==> config.mk <==
export PLATFORM = sky130hd
export DESIGN_NAME = instr_fetch_ctrl
export DESIGN_NICKNAME = d
export VERILOG_FILES = /design/src/rtl/instr_fetch_ctrl.sv
export SDC_FILE = /design/constraint.sdc
export NUM_CORES = 1
export LEC_CHECK = 0
export ABC_AREA = 0
export CORE_MARGIN = 3
export CORE_UTILIZATION = 25
export DETAILED_ROUTE_END_ITERATION = 7
export MAX_ROUTING_LAYER = met4
export PLACE_DENSITY_LB_ADDON = 0.15
export SLEW_MARGIN = 20
export SYNTH_ARGS = -nofsm -noshare
export SYNTH_HDL_FRONTEND = slang
export SYNTH_SLANG_ARGS = --single-unit
export TNS_END_PERCENT = 5
==> constraint.sdc <==
create_clock -name clk -period 2.45 [get_ports clk]
set_clock_uncertainty 0.2 [all_clocks]
set_input_delay 0.245 -clock clk [delete_from_list [all_inputs] [get_ports clk]]
set_output_delay 0.245 -clock clk [all_outputs]
set_load 0.01 [all_outputs]
==> src/rtl/instr_fetch_ctrl.sv <==
// Instruction-fetch sequencer: owns the PC, drives the combinational instruction
// memory, inserts wait states, buffers words in a 2-entry queue and hands them to
// decode over a valid/ready handshake. Handles branch redirect, end of memory and
// illegal-target faults.
module instr_fetch_ctrl #(
    parameter logic [31:0] RESET_PC    = 32'd0,
    parameter int unsigned MEM_BYTES   = 400,
    parameter int unsigned WAIT_STATES = 0
) (
    input  logic        clk,
    input  logic        rst_n,
    input  logic        start,
    output logic [31:0] mem_addr,
    input  logic [31:0] mem_data,
    output logic [31:0] instr,
    output logic [31:0] instr_pc,
    output logic        instr_valid,
    input  logic        instr_ready,
    input  logic        branch_taken,
    input  logic [31:0] branch_target,
    output logic        done,
    output logic        fault
);

    localparam logic [31:0] EndAddr  = 32'(MEM_BYTES);
    localparam logic [31:0] LastAddr = 32'(MEM_BYTES - 4);
    localparam logic [3:0]  WaitMax  = 4'(WAIT_STATES);

    typedef enum logic [1:0] {StIdle, StFetch, StEnd, StFault} state_e;

    state_e      state_q;
    logic [31:0] pc_q;
    logic [3:0]  wait_q;
    logic        fault_q;

    // Queue entries are {instr, pc}; entry 0 is always the head.
    logic [63:0] e0_q, e0_d;
    logic [63:0] e1_q, e1_d;
    logic [1:0]  cnt_q, cnt_d;
    logic [1:0]  cnt_after_pop;

    logic pop;
    logic branch_act;
    logic target_ok;
    logic capture;

    assign pop        = (cnt_q != 2'd0) && instr_ready;
    assign branch_act = branch_taken && (state_q != StFault);
    assign target_ok  = (branch_target[1:0] == 2'b00) && (branch_target <= LastAddr);
    // Branch wins over capture: a word fetched in the redirect cycle is dropped.
    assign capture    = (state_q == StFetch) && (wait_q == WaitMax) &&
                        ((cnt_q != 2'd2) || pop) && !branch_act;

    // Queue next-state: pop first, then flush or push into the first free slot.
    // Entry 0 is only overwritten by a shift or a push, so the head holds its
    // last value while the queue is empty.
    always_comb begin
        e0_d          = e0_q;
        e1_d          = e1_q;
        cnt_after_pop = cnt_q - {1'b0, pop};
        cnt_d         = cnt_after_pop;
        if (pop && (cnt_q == 2'd2)) begin
            e0_d = e1_q;
        end
        if (branch_act) begin
            cnt_d = 2'd0;
        end else if (capture) begin
            if (cnt_after_pop == 2'd0) begin
                e0_d = {mem_data, pc_q};
            end else begin
                e1_d = {mem_data, pc_q};
            end
            cnt_d = cnt_after_pop + 2'd1;
        end
    end

    // Queue storage and occupancy.
    always_ff @(posedge clk or negedge rst_n) begin
        if (!rst_n) begin
            e0_q  <= 64'd0;
            e1_q  <= 64'd0;
            cnt_q <= 2'd0;
        end else begin
            e0_q  <= e0_d;
            e1_q  <= e1_d;
            cnt_q <= cnt_d;
        end
    end

    // Fetch FSM: state, PC, wait-state counter and sticky fault flag.
    always_ff @(posedge clk or negedge rst_n) begin
        if (!rst_n) begin
            state_q <= StIdle;
            pc_q    <= RESET_PC;
            wait_q  <= 4'd0;
            fault_q <= 1'b0;
        end else if (branch_act) begin
            if (target_ok) begin
                pc_q    <= branch_target;
                wait_q  <= 4'd0;
                state_q <= StFetch;
            end else begin
                state_q <= StFault;
                fault_q <= 1'b1;
            end
        end else begin
            unique case (state_q)
                StIdle: begin
                    if (start) begin
                        state_q <= StFetch;
                        wait_q  <= 4'd0;
                    end
                end
                StFetch: begin
                    if (capture) begin
                        pc_q   <= pc_q + 32'd4;
                        wait_q <= 4'd0;
                        if (pc_q + 32'd4 == EndAddr) begin
                            state_q <= StEnd;
                        end
                    end else if (wait_q != WaitMax) begin
                        wait_q <= wait_q + 4'd1;
                    end
                end
                StEnd, StFault: begin
                end
                default: state_q <= StIdle;
            endcase
        end
    end

    assign mem_addr    = pc_q;
    assign instr       = e0_q[63:32];
    assign instr_pc    = e0_q[31:0];
    assign instr_valid = (cnt_q != 2'd0);
    assign done        = (state_q == StEnd) && (cnt_q == 2'd0);
    assign fault       = fault_q;

endmodule

==> summary.md, run 1 <==
| Metric | Value |
|---|---|
| Count of final hold-check violations | `0` |
| TritonCTS clock tree | `yes` |
| Switch share | `0.299` |
| Critical path data arrival time | `2.72 ns` |
| Pwr dens | `720 nW/um2` |
| Horiz. Die Dim | `between 150 and 200 um` |
| Main flop type after synthesis | `dfrtp_1` |
| Startpoint types | `register` |
| Worst path cell trace | `nand3_4, or4_4, nor3_4, nand3_1, a2111o_1, nor4_2, o21bai_1` |
| Critical-path maximum fanout | `4` |
| Remaining Overflow, GRT | `0` |
| Hold_ws | `between 0.15 and 0.2 ns` |
| Final Max Tran Viols | `0` |
| Layout cells sized above 1 | `0.269` |
| Core box area | `32900 um2` |
| Final worst setup slack | `-0.110 ns` |
| Flops & latches, synth | `169` |
| Number of diodes | `0` |
| Crit end category | `register` |
| Worst slew margin | `0.643` |
| Max-Cap Viols | `0` |
| Syn-to-layout area delta | `47.7%` |
| Clock tree sinks | `between 150 and 200` |
| Area contributors post-synth | `dfrtp_1, mux2_2, mux2i_1` |
| Worst Tran Pin Value | `0.535 ns` |
| Yosys top cell area share | `0.501` |
| EDFF count, synth | `0` |
| Wire per inst | `17.3 um` |
| RD Place Congestion | `0.838` |
| Final Util | `0.379` |
| Failing checks | `negative setup slack` |
| Part of the power in registers | `0.412` |
| P_int | `6.30 mW` |
| Register area share after synthesis | `0.501` |
| RSZ-0062 raised after global routing | `true` |
| Die height | `190 um` |
| DP HPWL | `18700 um` |
| Most Crowded Layer GR | `met2` |
| Slowest stage delay, CP | `0.57 ns` |
| M2 GR Usage | `0.225` |
| Initial antenna violation count | `0` |
| Mapped Cells | `806` |
| Clk network pwr share | `0.286` |
| Combinational share of power | `0.302` |
| Worst Path Buf+Inv | `0` |
| H-tree Lvls | `4` |
| Most common cell after layout, fill and taps aside | `clkdlybuf4s50_1` |
| Commonest cells after routing, fill and taps aside | `clkdlybuf4s50_1, dfrtp_1, buf_4` |
| TritonRoute pass-1 iters | `5` |
| Async SR Flop Fraction | `1.00` |
| Number of I/O port buffers | `167` |
| Slowest stage cell on the critical path | `or4_4` |
| Io pins | `168` |
| Initial DRC count | `287` |
| Max Clk Rate | `391 MHz` |
| Min-Delay Path Class | `input port to asynchronous set/reset pin` |
| Via count | `about 7000` |
| TritonCTS buffer count | `17` |
| DRT antenna net count | `0` |
| Largest delay share family, worst path | `simple AND/OR/NAND/NOR gates` |
| Clk buf depth | `2` |
| Starting Density | `0.256` |
| Status | `finished, violations left` |
| Leak | `5.43 nW` |
| NetSw | `between 2 and 3 mW` |
| Die Area | `between 30000 and 40000 um2` |
| Clk root buf | `clkbuf_16` |
| Overall power | `8.98 mW` |
| Avg Inst Size Synth | `roughly 10 um2` |
| Met1 Usage GRT | `0.203` |
| Gr usage total | `0.149` |
| Fin crit share | `1.04` |
| Post-synth top area cell | `dfrtp_1` |
| Worst vdd ir | `0.465 mV` |
| Syn_nets | `880` |
| CP Data Required Time | `2.61 ns` |
| Layout Nets | `1146` |
| Yosys cell types | `71` |
| Synth warn | `0` |
| First-pass GRT wire length | `~41000 um` |
| Post-Route WL | `26400 um` |
| Final setup violation count | `2` |
| Vias in the first global route | `7058` |
| Clock slew at reported path FFs | `0.07 ns` |
| Mapped Area | `8450 um2` |
| Residual DRC | `0` |
| Crit Path Class | `register to register` |
| Min Clock Period, post-route | `2.56 ns` |
| Via density | `4.64` |
| Largest net degree at the start of global routing | `57` |
| Worst skew pair latency | `0.43 ns` |
| GRT met3 Usage | `0.0361` |
| Dpl ws | `-0.346 ns` |
| # rows | `66` |
[power by group through the flow]
stage               logic [mW]  registers (mW)  clock network (mW)
global route              2.95            3.79                2.80
global placement          2.62            3.74                   0
finish                    2.71            3.70                2.57
floorplan                0.981            3.91                   0
CTS                       2.67            3.71                2.70
detailed placement        2.65            3.76                   0
[synthesized netlist by cell type (6+ instances only)]
| library cell | n |
|---|---|
| a21oi_1 | 18 |
| a31oi_1 | 8 |
| and2_1 | 6 |
| and3_1 | 8 |
| buf_2 | 11 |
| buf_6 | 7 |
| clkbuf_1 | 38 |
| dfrtp_1 | 169 |
| mux2_1 | 8 |
| mux2_2 | 61 |
| mux2i_1 | 65 |
| nand2_1 | 99 |
| nand3_1 | 19 |
| nand4_1 | 16 |
| nor2_1 | 44 |
| nor3_1 | 12 |
| nor3b_1 | 6 |
| nor4_1 | 11 |
| o21ai_0 | 94 |
| or2_2 | 6 |
| xnor2_1 | 7 |
| xor2_1 | 9 |
[what timing repair did]
| item | CTS | global route |
|---|---|---|
| cloned | 0 | 3 |
| setup buffers | 2 | 3 |
| endpoints found under the setup margin | 70 | 133 |
| hold buffers | 1 | 0 |
| gates resized for setup | 17 | 27 |
| pin swaps | 3 | 4 |
| hold endpoints to repair | 52 | 0 |
[state kept, by name, indices dropped and copies added (netlist names)]
signal / count
cnt_q: 2
e0_q: 64
fault: 1
state_q: 2
e1_q: 64
wait_q: 4
mem_addr: 32
[routing by layer]
| layer | vias to the layer above | wire length, um |
|---|---|---|
| met5 | - | 0 |
| met4 | 0 | 245 |
| met3 | 13 | 1360 |
| met2 | 180 | 12000 |
| met1 | 3475 | 12700 |
| li1 | 3412 | - |
[kinds of logic (layout without fill, tap and decap cells)]
family,Yosys count,after routing,synth area share
XOR/XNOR,16,16,0.0166
AND/OR/NAND/NOR,261,261,0.160
AO/OA/AOI/OAI,149,149,0.102
buffers and inverters,72,350,0.0440
adder cells (fa/ha/maj),5,5,0.00741
flip-flops,169,169,0.501
multiplexers,134,134,0.169
[area by class of cell]
| class | instances | area [um2] |
|---|---|---|
| Clock buffer | 18 | 429 |
| Inverter | 6 | 22.5 |
| Sequential cell | 169 | 4240 |
| Multi-Input combinational cell | 565 | 4060 |
| Clock inverter | 13 | 115 |
| Fill cell | 3244 | 20500 |
| Timing Repair Buffer | 313 | 3060 |
| Tap cell | 442 | 553 |
[path summary, 6_finish.rpt]
kind | depth (start not counted) | startpoint | slack [ns] | end
worst max register to register | 7 | mem_addr[10] | -0.11 | state_q[1]
worst min register to register | 1 | wait_q[3] | 0.28 | wait_q[3]
max in group asynchronous | 3 | rst_n | 1.22 | e1_q[38]
worst max-delay path | 7 | mem_addr[10] | -0.11 | state_q[1]
min in group clk | 3 | mem_data[11] | 0.18 | e0_q[43]
worst min-delay path | 2 | rst_n | 0.15 | e0_q[53]
[per-stage QoR]
step / area, um2 / TNS [ns] / std cells
2_1_floorplan: 8520 / -1.08 / 806
3_3_place_gp: 11600 / -13.46 / 1486
3_5_place_dp: 11600 / -13.46 / 1486
4_1_cts: 12300 / -1.47 / 1520
5_1_grt: 12500 / -0.848 / 1526
6_report: 12500 / -0.190 / 1526
(Power assumes the default switching activity.)
==> inputs of run 2 (changes only) <==
RECOVER_POWER = 50   (was unset)
==> run 2 against run 1 <==
Compared with the run above: setup slack better by 0.0015 ns; largest cell class unchanged; highest routed layer unchanged; utilization down 0.099 points; the run ends with max-capacitance violations, max-slew violations, negative setup slack left; non-clock buffer count unchanged; largest power group unchanged; critical endpoint unchanged.
==> summary.md, run 2 (synthesis gave the netlist of run 1 again) <==
| Metric | Value |
|---|---|
| DR WL met2 | `12000 um (+0.14%)` |
| Overall power | `8.89 mW (-1.1%)` |
| Max Clk Rate | `391 MHz (about the same)` |
| Clock tree sinks | `169 (unchanged)` |
| RSZ-0062 raised after global routing | `true` |
| Final std cells w/o fill | `1526 (unchanged)` |
| Initial DRC count | `265 (-7.7%)` |
| Number of diodes | `0 (unchanged)` |
| Pwr dens | `714 nW/um2 (-0.83%)` |
| Final Max Tran Viols | `57 (+57)` |
| Vias in the first global route | `7058 (unchanged)` |
| Gr usage total | `0.149 (unchanged)` |
| Via density | `4.64 (about the same)` |
| Crit end category | `register` |
| Dpl ws | `-0.346 ns (unchanged)` |
| Worst slew margin | `-0.0430 (-0.686)` |
| Post-Route WL | `26300 um (-0.15%)` |
| Worst path cell trace | `nand3_4, or4_4, nor3_4, nand3_1, a2111o_1, nor4_2, o21bai_1` |
| Internal reg-to-reg setup slack | `-0.11 ns (about the same)` |
| Die Area | `36000 um2 (unchanged)` |
| Number of I/O port buffers | `167 (unchanged)` |
| First-pass GRT wire length | `40900 um (unchanged)` |
| Fin crit share | `1.04 (about the same)` |
| Final setup violation count | `2 (unchanged)` |
| Min Clock Period, post-route | `2.56 ns (-0.00147 ns)` |
| Largest net degree at the start of global routing | `57 (unchanged)` |
| Status | `finished, violations left` |
| Hold path startpoint | `mem_data[11]` |
| CP Data Required Time | `2.61 ns (about the same)` |
| Io pins | `168 (unchanged)` |
| Core box area | `32900 um2 (unchanged)` |
| Critical path data arrival time | `2.72 ns (about the same)` |
| Layout Nets | `1146 (unchanged)` |
| Wire per inst | `17.2 um (-0.15%)` |
| Reg-to-reg critical path startpoint | `mem_addr[10]` |
| DRT antenna net count | `0 (unchanged)` |
| P_int | `6.21 mW (-1.3%)` |
| Switch share | `0.301 (+0.00178)` |
| DP HPWL | `18700 um (unchanged)` |
| Critical-path maximum fanout | `4 (unchanged)` |
| Clock slew at reported path FFs | `0.08 ns (about the same)` |
| Residual DRC | `0 (unchanged)` |
| Via count | `7081 (+0.014%)` |
| Part of the power in registers | `0.416 (+0.004)` |
| Fillcell total | `3251 (+0.22%)` |
| Leak | `5.47 nW (+0.61%)` |
| RD Place Congestion | `0.838 (unchanged)` |
| Clk root buf | `clkbuf_16` |
| Layout cells sized above 1 | `0.268 (-0.000923)` |
| Final worst setup slack | `-0.109 ns (+0.00147 ns)` |
| Worst skew pair latency | `0.43 ns (about the same)` |
| Clk buf depth | `2 (unchanged)` |
| Most common cell after layout, fill and taps aside | `dfrtp_1` |
| Hold_ws | `0.180 ns (+0.0282 ns)` |
| Initial antenna violation count | `0 (unchanged)` |
| Crit Path Class | `register to register` |
| Worst vdd ir | `0.465 mV (about the same)` |
| Max-Cap Viols | `1 (+1)` |
| Combinational share of power | `0.295 (-0.007)` |
| Hold depth | `3` |
| Remaining Overflow, GRT | `0 (unchanged)` |
| Starting Density | `0.256 (unchanged)` |
| Setup TNS | `-0.187 ns (+0.00295 ns)` |
| Worst reg2reg path depth | `7 (unchanged)` |
| Horiz. Die Dim | `190 um (unchanged)` |
| Clk network pwr share | `0.289 (+0.003)` |
| TritonRoute pass-1 iters | `5 (unchanged)` |
| Worst Path Buf+Inv | `0 (unchanged)` |
| Crit path from | `mem_addr[10]` |
| Critical R2R Capture | `state_q[1]` |
| Slowest stage cell on the critical path | `or4_4` |
| Slowest stage delay, CP | `0.57 ns (about the same)` |
| Min-Delay Path Class | `input port to register` |
| Largest delay share family, worst path | `simple AND/OR/NAND/NOR gates` |
| # rows | `66 (unchanged)` |
| Met3 wire length | `1340 um (-1.5%)` |
| NetSw | `2.67 mW (-0.50%)` |
| TritonCTS clock tree | `yes` |
| Worst Tran Pin Value | `1.56 ns (+1.03 ns)` |
| Max Used Layer | `met4` |
| Startpoint types | `register` |
| TritonCTS buffer count | `17 (unchanged)` |
| Commonest cells after routing, fill and taps aside | `dfrtp_1, clkdlybuf4s50_1, buf_4` |
| Die height | `190 um (unchanged)` |
| Syn-to-layout area delta | `47.3%` |
| WL met1 | `12700 um (-0.30%)` |
| Post-Place Cells | `1486 (unchanged)` |
| Failing checks | `max-capacitance violations, max-slew violations, negative setup slack` |
| H-tree Lvls | `4 (unchanged)` |
| Count of final hold-check violations | `0 (unchanged)` |
| Hold Crit Endpoint | `e0_q[43]` |
## run 2: metrics by stage
stage	instance area, um2	utilization
4_1_cts	12300	0.372
6_report	12400	0.378
5_1_grt	12400	0.378
3_5_place_dp	11600	0.352
3_3_place_gp	11600	0.352
2_1_floorplan	8520	-
## run 2: how the worst max path moves through the flow
stage,to,slack (ns),depth (start not counted)
global route,state_q[1],-0.28,9
CTS,state_q[1],-0.15,9
finish,state_q[1],-0.11,7
detailed placement,state_q[1],-0.35,8
global placement,state_q[1],-0.26,8
floorplan,state_q[1],-0.04,8
## run 2: layout make-up
cell class	instances	area, um2	share of cell area
flip-flops and latches	169	4240	0.341
multi-input cells	565	4060	0.326
repair buffers	313	3030	0.243
well taps	442	553	0.0444
clock buffers	18	429	0.0345
clock inverters	13	115	0.00925
inverters	6	22.5	0.00181
## run 2: timing repair
action / CTS / global route
setup endpoints to repair: 70 / 133
gates cloned: 0 / 3
resized for setup: 17 / 27
hold endpoints to repair: 52 / 0
pin swaps: 3 / 4
buffers inserted: 2 / 3
hold buffers: 1 / 0
## run 2: power groups by stage
stage               logic [mW]  registers, mW  clock network, mW
floorplan                0.981           3.91                  0
global placement          2.62           3.74                  0
detailed placement        2.65           3.76                  0
CTS                       2.67           3.71               2.70
global route              2.87           3.78               2.80
finish                    2.62           3.69               2.57
## run 2: per-layer routing
layer	vias to the layer above	GRT usage
met1	3479	0.203
met3	13	0.0361
li1	3413	-
met5	-	-
met2	176	0.225
met4	0	0.0341
## run 2: worst reg2reg max path, stage by stage, from the launching register on
cell and delay [ns]:
dfrtp_1 0.45, nand3_4 0.14, or4_4 0.57, nor3_4 0.17, nand3_1 0.10, a2111o_1 0.41
nor4_2 0.30, o21bai_1 0.15
==> inputs of run 3 (changes only) <==
ABC_AREA = 1   (was 0)
==> run 3 against run 2 <==
Compared with the run above: largest power group is now combinational logic; setup slack improved by 0.22 ns; non-clock buffer count fell by 79; sequential share of layout area rose by 2.5 points; clock-buffer cell count rose by 2; fmax rose by 9.2%; wire length rose by 10%; critical path type unchanged; total power rose by 84%; global-route usage rose by 1.8 points; the run now ends clean; via count rose by 8.7%; combinational power rose to 3.2 times the previous value; utilization fell by 2.6 points; final cell count rose by 6.4%.
==> summary.md, run 3 <==
| Metric | Value |
|---|---|
| CP Capture Point | `e1_q[32]` |
| Syn-to-layout area delta | `37.2%` |
| Leading cell type by number of instances after synthesis | `nand2_1` |
| Starting Density | `0.256 (about the same)` |
| Syn_nets | `1053 (+20%)` |
| Clock slew at reported path FFs | `0.07 ns (about the same)` |
| Die Area | `36000 um2 (about the same)` |
| Gr usage total | `0.167 (+0.0179)` |
| Post-Route WL | `29000 um (+10%)` |
| Critical-path maximum fanout | `47 (+43)` |
| Pwr dens | `1410 nW/um2 (+98%)` |
| Reg-to-reg critical path startpoint | `cnt_q[1]` |
| DP HPWL | `20300 um (+8.4%)` |
| Slowest stage cell on the critical path | `dfrtp_2` |
| EDFF count, synth | `0 (unchanged)` |
| Yosys cell types | `32 (-55%)` |
| CP Data Required Time | `2.56 ns (-0.05 ns)` |
| Worst skew pair latency | `0.43 ns (about the same)` |
| Die height | `190 um (about the same)` |
| Final Util | `0.352 (-0.0258)` |
| Crit path from | `cnt_q[1]` |
| Synth warn | `0 (unchanged)` |
| Clk root buf | `clkbuf_16` |
| Horiz. Die Dim | `190 um (about the same)` |
| Final worst setup slack | `0.108 ns (+0.217 ns)` |
| Worst Tran Pin Value | `1.30 ns (-0.266 ns)` |
| First-pass GRT wire length | `45500 um (+11%)` |
| Avg Inst Size Synth | `8.63 um2 (-18%)` |
| Layout Nets | `1242 (+8.4%)` |
| Slowest stage delay, CP | `0.44 ns (-0.13 ns)` |
| Register area share after synthesis | `0.500 (about the same)` |
| Critical R2R Capture | `e1_q[32]` |
| Initial antenna violation count | `0 (unchanged)` |
| H-tree Lvls | `4 (unchanged)` |
| Min-Delay Path Class | `input port to register` |
| Max-Cap Viols | `0 (-1)` |
| Dpl ws | `0.0709 ns (+0.417 ns)` |
| Fillcell total | `3428 (+5.4%)` |
| Leak | `5.10 nW (-6.7%)` |
| Synth top cells by count | `nand2_1, dfrtp_1, nor2_1, nand4_1, a31oi_1` |
| Crit Path Class | `register to register` |
| Critical path data arrival time | `2.45 ns (-0.27 ns)` |
| Layout cells sized above 1 | `0.139 (-0.130)` |
| Largest net degree at the start of global routing | `66 (+16%)` |
| Crit end category | `register` |
| Largest delay share family, worst path | `simple AND/OR/NAND/NOR gates` |
| Via density | `4.74 (+2.2%)` |
| TritonCTS clock tree | `yes` |
| Post-synth top area cell | `dfrtp_1` |
| Fin crit share | `0.956 (-0.0884)` |
| CP Depth | `8 (+1)` |
| Initial DRC count | `411 (+55%)` |
| Clock tree sinks | `169 (unchanged)` |
| RD Place Congestion | `0.851 (+1.5%)` |
| Vias in the first global route | `7597 (+7.6%)` |
| Remaining Overflow, GRT | `0 (unchanged)` |
| Mapped Area | `8450 um2 (about the same)` |
| RSZ-0062 raised after global routing | `false` |
| TritonCTS buffer count | `17 (unchanged)` |
| Count of final hold-check violations | `0 (unchanged)` |
| Worst slew margin | `0.134 (+0.177)` |
| DRT antenna net count | `0 (unchanged)` |
| Internal reg-to-reg setup slack | `0.11 ns (+0.22 ns)` |
| Setup TNS | `0 ns (+0.187 ns)` |
| Core box area | `32900 um2 (unchanged)` |
| Final setup violation count | `0 (-2)` |
| Placement Cell Area | `11000 um2 (-5.2%)` |
| Async SR Flop Fraction | `1.00 (unchanged)` |
| Main flop type after synthesis | `dfrtp_1` |
| Worst vdd ir | `0.527 mV (+13%)` |
| Max Clk Rate | `427 MHz (+9.2%)` |
| Number of diodes | `0 (unchanged)` |
| Worst Path Buf+Inv | `1 (+1)` |
| Flops & latches, synth | `169 (unchanged)` |
| Area contributors post-synth | `dfrtp_1, nand2_1, mux2_4` |
| Worst reg2reg path depth | `8 (+1)` |
| Residual DRC | `0 (unchanged)` |
| Yosys top cell area share | `0.500 (about the same)` |
| Mapped Cells | `979 (+21%)` |
| Io pins | `168 (unchanged)` |
| Final Cell Area | `11600 um2 (-6.8%)` |
| Commonest cells after routing, fill and taps aside | `nand2_1, dfrtp_1, clkdlybuf4s50_1` |
| Overall power | `16.4 mW (+84%)` |
| Wire per inst | `17.9 um (+3.6%)` |
| Via count | `7695 (+8.7%)` |
| Number of I/O port buffers | `167 (unchanged)` |
| TritonRoute pass-1 iters | `5 (unchanged)` |
| Worst path cell trace | `nor2_2, nor2_1, ha_1, xnor2_2, ha_2, or2_4, buf_16, mux2_4` |
| Min Clock Period, post-route | `2.34 ns (-0.217 ns)` |
| # rows | `66 (unchanged)` |
| Clk buf depth | `2 (unchanged)` |
| Most common cell after layout, fill and taps aside | `nand2_1` |
| Final Max Tran Viols | `0 (-100%)` |
| Startpoint types | `register` |
| Status | `finished, final reports clean` |
## run 3: tightest hold or removal path, stage by stage
cell and delay, ns:
buf_2 0.09, inv_1 0.05, nor2_1 0.12, ha_1 0.18
o21ai_0 0.10
## run 3: area by class of cell
cell class / instances / area [um2] / area share
inverters: 57 / 214 / 0.0185
multi-input cells: 689 / 3740 / 0.323
flip-flops and latches: 169 / 4230 / 0.365
clock inverters: 12 / 116 / 0.0100
clock buffers: 20 / 457 / 0.0394
well taps: 442 / 553 / 0.0477
repair buffers: 234 / 2280 / 0.197
## run 3: metal layers
| layer | track usage | vias to the layer above | share of wire | routed length (um) |
|---|---|---|---|---|
| met2 | 0.244 | 216 | 0.44 | 12800 |
| met1 | 0.245 | 3714 | 0.51 | 14700 |
| met3 | 0.0278 | 13 | 0.045 | 1300 |
| met4 | 0.0318 | 0 | 0.0075 | 218 |
| li1 | - | 3752 | - | - |
| met5 | - | - | 0 | 0 |
## run 3: worst min path at each step
stage | slack [ns] | depth (start not counted) | from | endpoint
floorplan | -0.25 | 0 | rst_n | cnt_q[0]
global placement | -0.08 | 1 | rst_n | e1_q[25]
detailed placement | -0.08 | 1 | rst_n | e1_q[25]
CTS | 0.01 | 2 | rst_n | e1_q[25]
global route | 0.22 | 3 | mem_data[8] | e0_q[40]
finish | 0.22 | 5 | instr_ready | cnt_q[0]
## run 3: per-stage QoR
stage / hold WS (ns) / cells
after global placement: -0.0811 / 1590
after detailed placement: -0.0830 / 1590
after CTS: 0.0122 / 1623
after global routing: 0.217 / 1623
after floorplan: -0.251 / 979
final: 0.219 / 1623
## run 3: timing repair
action / in CTS / in global routing
hold buffers: 1 / 0
setup endpoints to repair: 0 / 11
buffers inserted: 0 / 0
hold endpoints to repair: 169 / 0
gates resized for setup: 0 / 11
## run 3: power breakdown
part / internal, mW / switching (mW)
logic: 3.94 / 4.53
registers: 4.21 / 1.02
clock network: 1.46 / 1.21
## run 3: cell families (layout without fill, tap and decap cells)
logic type	Yosys count	count (layout)	share of synthesized area
AND/OR/NAND/NOR	488	488	0.255
buffers and inverters	121	323	0.0616
XOR/XNOR	9	9	0.00933
adder cells (fa/ha/maj)	5	5	0.00740
multiplexers	32	32	0.0569
AO/OA/AOI/OAI	155	155	0.109
flip-flops	169	169	0.500
